## src/rtl/bubble_flash_page_reader.sv

```systemverilog
// bubble_flash_page_reader: fetches one bubble page from a W25Q32 over SPI
// mode 0 and streams the bytes into the emulator page buffer.
// Optional feature macro: BUBBLE_FLASH_FASTREAD_EN selects Fast Read (0x0B)
// with 8 dummy clocks; without it, Read Data (0x03) with no dummy phase.
module bubble_flash_page_reader #(
  parameter int SPI_DIV    = 2,
  parameter int PAGE_BYTES = 64,
  parameter int DESEL_CYC  = 4,
  localparam int AW        = $clog2(PAGE_BYTES)
) (
  input  logic          MCLK,
  input  logic          RST,
  input  logic          REQ,
  input  logic [2:0]    IMGNUM,
  input  logic [12:0]   PAGE,
  output logic          BUSY,
  output logic          DONE,
  output logic          WR_EN,
  output logic [AW-1:0] WR_ADDR,
  output logic [7:0]    WR_DATA,
  output logic          nROMCS,
  output logic          ROMCLK,
  output logic          ROMMOSI,
  input  logic          ROMMISO
);

`ifdef BUBBLE_FLASH_FASTREAD_EN
  localparam logic [7:0] RD_CMD     = 8'h0B;
  localparam int         DUMMY_BITS = 8;
`else
  localparam logic [7:0] RD_CMD     = 8'h03;
  localparam int         DUMMY_BITS = 0;
`endif

  // Bit positions on the wire: command 0..7, address 8..31, dummy, then data.
  // DATA_START is a multiple of 8, so bit_cnt[2:0] is the bit-in-byte index.
  localparam int DATA_START = 32 + DUMMY_BITS;
  localparam int N_BITS     = DATA_START + 8 * PAGE_BYTES;
  localparam int BW         = $clog2(N_BITS);
  localparam int DW         = (SPI_DIV > 1) ? $clog2(SPI_DIV) : 1;
  localparam int DCW        = (DESEL_CYC > 1) ? $clog2(DESEL_CYC) : 1;

  typedef enum logic [2:0] {
    S_IDLE, S_CMD, S_ADDR, S_DUMMY, S_DATA, S_DESEL
  } state_t;

  state_t          state, state_nxt;
  logic [DW-1:0]   div_cnt;
  logic [BW-1:0]   bit_cnt;
  logic [DCW-1:0]  desel_cnt;
  logic [30:0]     tx_sr;     // remaining command/address bits after bit 7
  logic [6:0]      rx_sr;     // first seven bits of the byte in flight
  logic [23:0]     flash_addr;
  logic            accept, spi_active, tick, rise, fall;

  assign accept     = (state == S_IDLE) && REQ;
  assign spi_active = (state == S_CMD) || (state == S_ADDR) ||
                      (state == S_DUMMY) || (state == S_DATA);
  assign tick       = (div_cnt == DW'(SPI_DIV - 1));
  assign rise       = spi_active && tick && !ROMCLK;
  assign fall       = spi_active && tick && ROMCLK;
  assign flash_addr = 24'({IMGNUM, PAGE}) << AW;

  // State register
  always_ff @(posedge MCLK or posedge RST) begin
    if (RST) state <= S_IDLE;
    else     state <= state_nxt;
  end

  // Next-state: phase changes happen on the falling ROMCLK that ends a phase
  always_comb begin
    state_nxt = state;
    case (state)
      S_IDLE:  if (REQ) state_nxt = S_CMD;
      S_CMD:   if (fall && bit_cnt == BW'(7)) state_nxt = S_ADDR;
      S_ADDR:  if (fall && bit_cnt == BW'(31))
                 state_nxt = (DUMMY_BITS > 0) ? S_DUMMY : S_DATA;
      S_DUMMY: if (fall && bit_cnt == BW'(DATA_START - 1)) state_nxt = S_DATA;
      S_DATA:  if (fall && bit_cnt == BW'(N_BITS - 1)) state_nxt = S_DESEL;
      S_DESEL: if (desel_cnt == DCW'(DESEL_CYC - 1)) state_nxt = S_IDLE;
      default: state_nxt = S_IDLE;
    endcase
  end

  // Registered outputs, SPI clock divider and bit/deselect counters
  always_ff @(posedge MCLK or posedge RST) begin
    if (RST) begin
      BUSY      <= 1'b0;
      DONE      <= 1'b0;
      WR_EN     <= 1'b0;
      WR_ADDR   <= '0;
      WR_DATA   <= 8'h00;
      nROMCS    <= 1'b1;
      ROMCLK    <= 1'b0;
      ROMMOSI   <= 1'b0;
      div_cnt   <= '0;
      bit_cnt   <= '0;
      desel_cnt <= '0;
    end else begin
      BUSY   <= (state_nxt != S_IDLE);
      DONE   <= (state == S_DESEL) && (state_nxt == S_IDLE);
      nROMCS <= !((state_nxt == S_CMD) || (state_nxt == S_ADDR) ||
                  (state_nxt == S_DUMMY) || (state_nxt == S_DATA));
      WR_EN  <= 1'b0;
      if (WR_EN && WR_ADDR != AW'(PAGE_BYTES - 1)) WR_ADDR <= WR_ADDR + AW'(1);
      if (state == S_DESEL) desel_cnt <= desel_cnt + DCW'(1);
      else                  desel_cnt <= '0;
      if (accept) begin
        div_cnt <= '0;
        bit_cnt <= '0;
        ROMCLK  <= 1'b0;
        ROMMOSI <= RD_CMD[7];
        WR_ADDR <= '0;
      end else if (spi_active) begin
        if (tick) begin
          div_cnt <= '0;
          ROMCLK  <= !ROMCLK;
        end else begin
          div_cnt <= div_cnt + DW'(1);
        end
        if (rise && state == S_DATA && bit_cnt[2:0] == 3'd7) begin
          WR_EN   <= 1'b1;
          WR_DATA <= {rx_sr, ROMMISO};
        end
        if (fall) begin
          bit_cnt <= bit_cnt + BW'(1);
          // tx_sr drains to zero after the address, so dummy/data send 0
          ROMMOSI <= tx_sr[30];
        end
      end
    end
  end

  // Serial shift registers (pure datapath, no reset needed)
  always_ff @(posedge MCLK) begin
    if (accept)    tx_sr <= {RD_CMD[6:0], flash_addr};
    else if (fall) tx_sr <= {tx_sr[29:0], 1'b0};
    if (rise)      rx_sr <= {rx_sr[5:0], ROMMISO};
  end

endmodule
```

## config.mk

```make
export PLATFORM = sky130hd
export DESIGN_NAME = bubble_flash_page_reader
export DESIGN_NICKNAME = d
export VERILOG_FILES = /design/src/rtl/bubble_flash_page_reader.sv
export SDC_FILE = /design/constraint.sdc
export NUM_CORES = 1
export LEC_CHECK = 0
export BUFFER_PORTS_ARGS = -buffer_cell sky130_fd_sc_hd__clkbuf_2
export CORE_AREA = 2 2 75 77
export CTS_CLUSTER_SIZE = 12
export DETAILED_ROUTE_END_ITERATION = 16
export DIE_AREA = 0 0 77 79
export PLACE_DENSITY = 0.87
export SKIP_CTS_REPAIR_TIMING = 1
export SYNTH_ARGS = -nofsm -noshare
export SYNTH_HDL_FRONTEND = slang
export SYNTH_SLANG_ARGS = --single-unit
```

## constraint.sdc

```tcl
create_clock -name MCLK -period 2.55 [get_ports MCLK]
set_clock_uncertainty 0.1 [all_clocks]
set_input_delay 0.51 -clock MCLK [delete_from_list [all_inputs] [get_ports MCLK]]
set_output_delay 0.51 -clock MCLK [all_outputs]
set_load 0.05 [all_outputs]
```

==> flow_metrics.env <==
export IMPL_status="finished, final reports clean"
export IMPL_drtPass1Iterations=4
export IMPL_clk_latency_ns=0.34
export IMPL_detail_route_antenna_nets=0
export IMPL_cp_end_kind="register"
export IMPL_drc=0
export IMPL_grt_use_total_pct=19.3
export IMPL_ir_drop_v=0.000546
export IMPL_final_hold_viol_count=0
export IMPL_max_slew_margin_rel_pct=66.2
export IMPL_nFillCells=423
export IMPL_clock_sinks=68
export IMPL_start_util_pct=55.1
export IMPL_cp_startpoint="state[1]"
export IMPL_cts_inserted_buffers=9
export IMPL_min_period_ns=2.15
export IMPL_die_area_sq_um=6080
export IMPL_synth_cells=288
export IMPL_rsz0062_at_grt="false"
export IMPL_r2r_setup_slack_ns=0.40
export IMPL_seqCellArea_sq_um=1770
export IMPL_synth_main_ff_cell="dfrtp_1"
export IMPL_combPwrFrac_pct=16.3
export IMPL_power_per_cell_area_nw_per_um2=886
export IMPL_clock_root_buffer="clkbuf_8"
export IMPL_p_switching_mw=0.882
export IMPL_grt_pass1_wl_um=9100
export IMPL_ys_seq_area_share_pct=60.3
export IMPL_drive_above_1_share_pct=21.5
export IMPL_portBuffers=39
export IMPL_place_gp_congestion=0.842
export IMPL_switching_share_pct=29.1
export IMPL_final_cell_mix="85 x nand2_1, 39 x clkbuf_2, 35 x dfrtp_1"
export IMPL_timing_rr_end="tx_sr[6]"
export IMPL_drt_iter0_drc=157
export IMPL_synth_top_area_share_pct=29.8
export IMPL_reg2reg_from="state[1]"
export IMPL_power_share_sequential_pct=53.4
export IMPL_endpoint="tx_sr[6]"
export IMPL_fin_crit_sh_pct=84.2
export IMPL_path_class="reg2reg"
export IMPL_placed_area_sq_um=3210
export IMPL_wl_per_cell_um=13.4
export IMPL_gr_total_overflow=0
export IMPL_async_flop_share_pct=52.9
export IMPL_grt_use_met1_pct=26.3
export IMPL_antenna_cells=0
export IMPL_ioPinCount=40
export IMPL_ys_warn_count=0
export IMPL_final_common_cell="nand2_1"
export IMPL_grt_pass1_vias=1971
export IMPL_dp_hpwl_um=3650
export IMPL_dp_cells=391
export IMPL_power_internal_mw=2.15
export IMPL_netlist_top_cells_area="dfrtp_1 30%, edfxtp_1 23%, nand2_1 11%, dfxtp_1 6.1%, nand3_1 3.1%"
export IMPL_crit_path_max_fanout=16
export IMPL_nets=354
export IMPL_cts_htree_levels=3
export IMPL_fmax_ghz=0.466
export IMPL_multiInputGateArea_sq_um=1080
export IMPL_die_y_um=79
export IMPL_grt_busiest_layer="met2"
export IMPL_clkPwrFrac_pct=30.3
export IMPL_core_area_sq_um=5340
export IMPL_max_cap_viol_count=0
export IMPL_viasPerCell=5.38
export IMPL_cp_data_arrival_time_ns=2.08
export IMPL_clockBufferDepth=2
export IMPL_clk_pin_slew_worst_paths_ns=0.07
export IMPL_tns_ns=0
export IMPL_vias=2190
export IMPL_synth_edf_count=23
export IMPL_worstPathRequired_ns=2.49
export IMPL_avgSynthCellArea_sq_um=10.2
export IMPL_synthToLayoutAreaGrowth_pct=16.3
export IMPL_fin_cells=407
export IMPL_synth_top_cell_by_area="dfrtp_1"
export IMPL_power_leakage_nw=1.58
export IMPL_grt_use_met3_pct=3.41
export IMPL_cts_tree="done"
export IMPL_std_cell_rows=27
export IMPL_slew_viol_final=0
export IMPL_yosys_register_bits=68
export IMPL_worst_r2r_cell_count=5
export IMPL_synth_area_sq_um=2940
export IMPL_fin_util_pct=64.0
export IMPL_met2_usage_pct=29.0
export IMPL_synthesis_nets=312
export IMPL_die_x_um=77
export IMPL_hold_path_class="in2async"
export IMPL_grt_max_degree=37
export IMPL_yosysUniqueCellTypes=42
export IMPL_finalWirelength_um=5460
export IMPL_report_final_setup_viol=0
export IMPL_post_route_cell_area_sq_um=3420
export IMPL_antenna_found_initial=0
export IMPL_tightest_slew_ns=0.504
export IMPL_cp_start_kind="register"
[per-layer routing]
layer / share of wire [%] / vias to the layer above
met5: 0 / -
met4: 2.0 / 0
li1: - / 1077
met2: 47 / 50
met1: 47 / 1052
met3: 4.1 / 11
[worst min path at each step]
stage	from	endpoint	slack [ns]	cells past startpoint
after global placement	desel_cnt[0]	desel_cnt[0]	0.32	1
after floorplan	desel_cnt[0]	desel_cnt[0]	0.31	1
after global routing	RST	WR_DATA[6]	0.18	3
after detailed placement	desel_cnt[0]	desel_cnt[0]	0.32	1
final	RST	WR_DATA[6]	0.14	3
after CTS	RST	WR_DATA[6]	0.15	3
[sequential cells by signal, summed over array words and instances, names as in the netlist]
name / flops
DONE: 1
BUSY: 1
rx_sr: 7
WR_ADDR: 6
state: 3
nROMCS: 1
tx_sr: 25
ROMCLK: 1
bit_cnt: 10
div_cnt: 1
WR_DATA: 8
WR_EN: 1
desel_cnt: 2
ROMMOSI: 1
[area by class of cell]
type                       instances  area share, %
tap                               72           2.64
clock buffer                       9           3.63
timing repair buffer              47           7.47
clock inverter                     7           2.38
multi-input combinational        200           31.6
sequential                        68           51.9
inverter                           4          0.439
[worst max-delay path: stages, from the launching register on]
cell and delay, ns:
dfrtp_1 0.50, o21a_1 0.28, or3_1 0.44, buf_4 0.21
nand2_1 0.07, buf_4 0.25
[per-stage QoR]
step | hold slack (ns) | worst slack (ns) | total power, mW
3_3_place_gp | 0.316 | 0.498 | 2.09
5_1_grt | 0.183 | 0.217 | 3.19
4_1_cts | 0.147 | 0.417 | 3.05
3_5_place_dp | 0.324 | 0.429 | 2.12
2_1_floorplan | 0.307 | 0.181 | 1.97
6_report | 0.142 | 0.403 | 3.03
[cell usage after synthesis (7+ instances only)]
cell type and number:
a21oi_1 9, clkbuf_1 11, dfrtp_1 35, dfxtp_1 9, edfxtp_1 23, mux2_2 8, nand2_1 85, nand3_1 18
nor2_1 14, nor3_1 7, o21ai_0 9, or3_1 7
[cells by family (layout without fill, tap and decap cells)]
| kind of cell | after synthesis | in the layout | share of synthesized area [%] |
|---|---|---|---|
| XOR/XNOR | 4 | 4 | 1.19 |
| multiplexers | 11 | 11 | 4.09 |
| AND/OR/NAND/NOR | 149 | 149 | 22.8 |
| flip-flops | 68 | 68 | 60.3 |
| adder cells (fa/ha/maj) | 4 | 4 | 1.70 |
| AO/OA/AOI/OAI | 32 | 32 | 6.81 |
| buffers and inverters | 20 | 67 | 3.06 |
[power by group through the flow]
stage | clock network (mW) | logic [mW] | registers, mW
finish | 0.919 | 0.493 | 1.62
global route | 0.977 | 0.561 | 1.65
CTS | 0.936 | 0.499 | 1.61
detailed placement | 0 | 0.493 | 1.63
global placement | 0 | 0.469 | 1.62
floorplan | 0 | 0.354 | 1.61
(Power assumes the default switching activity.)
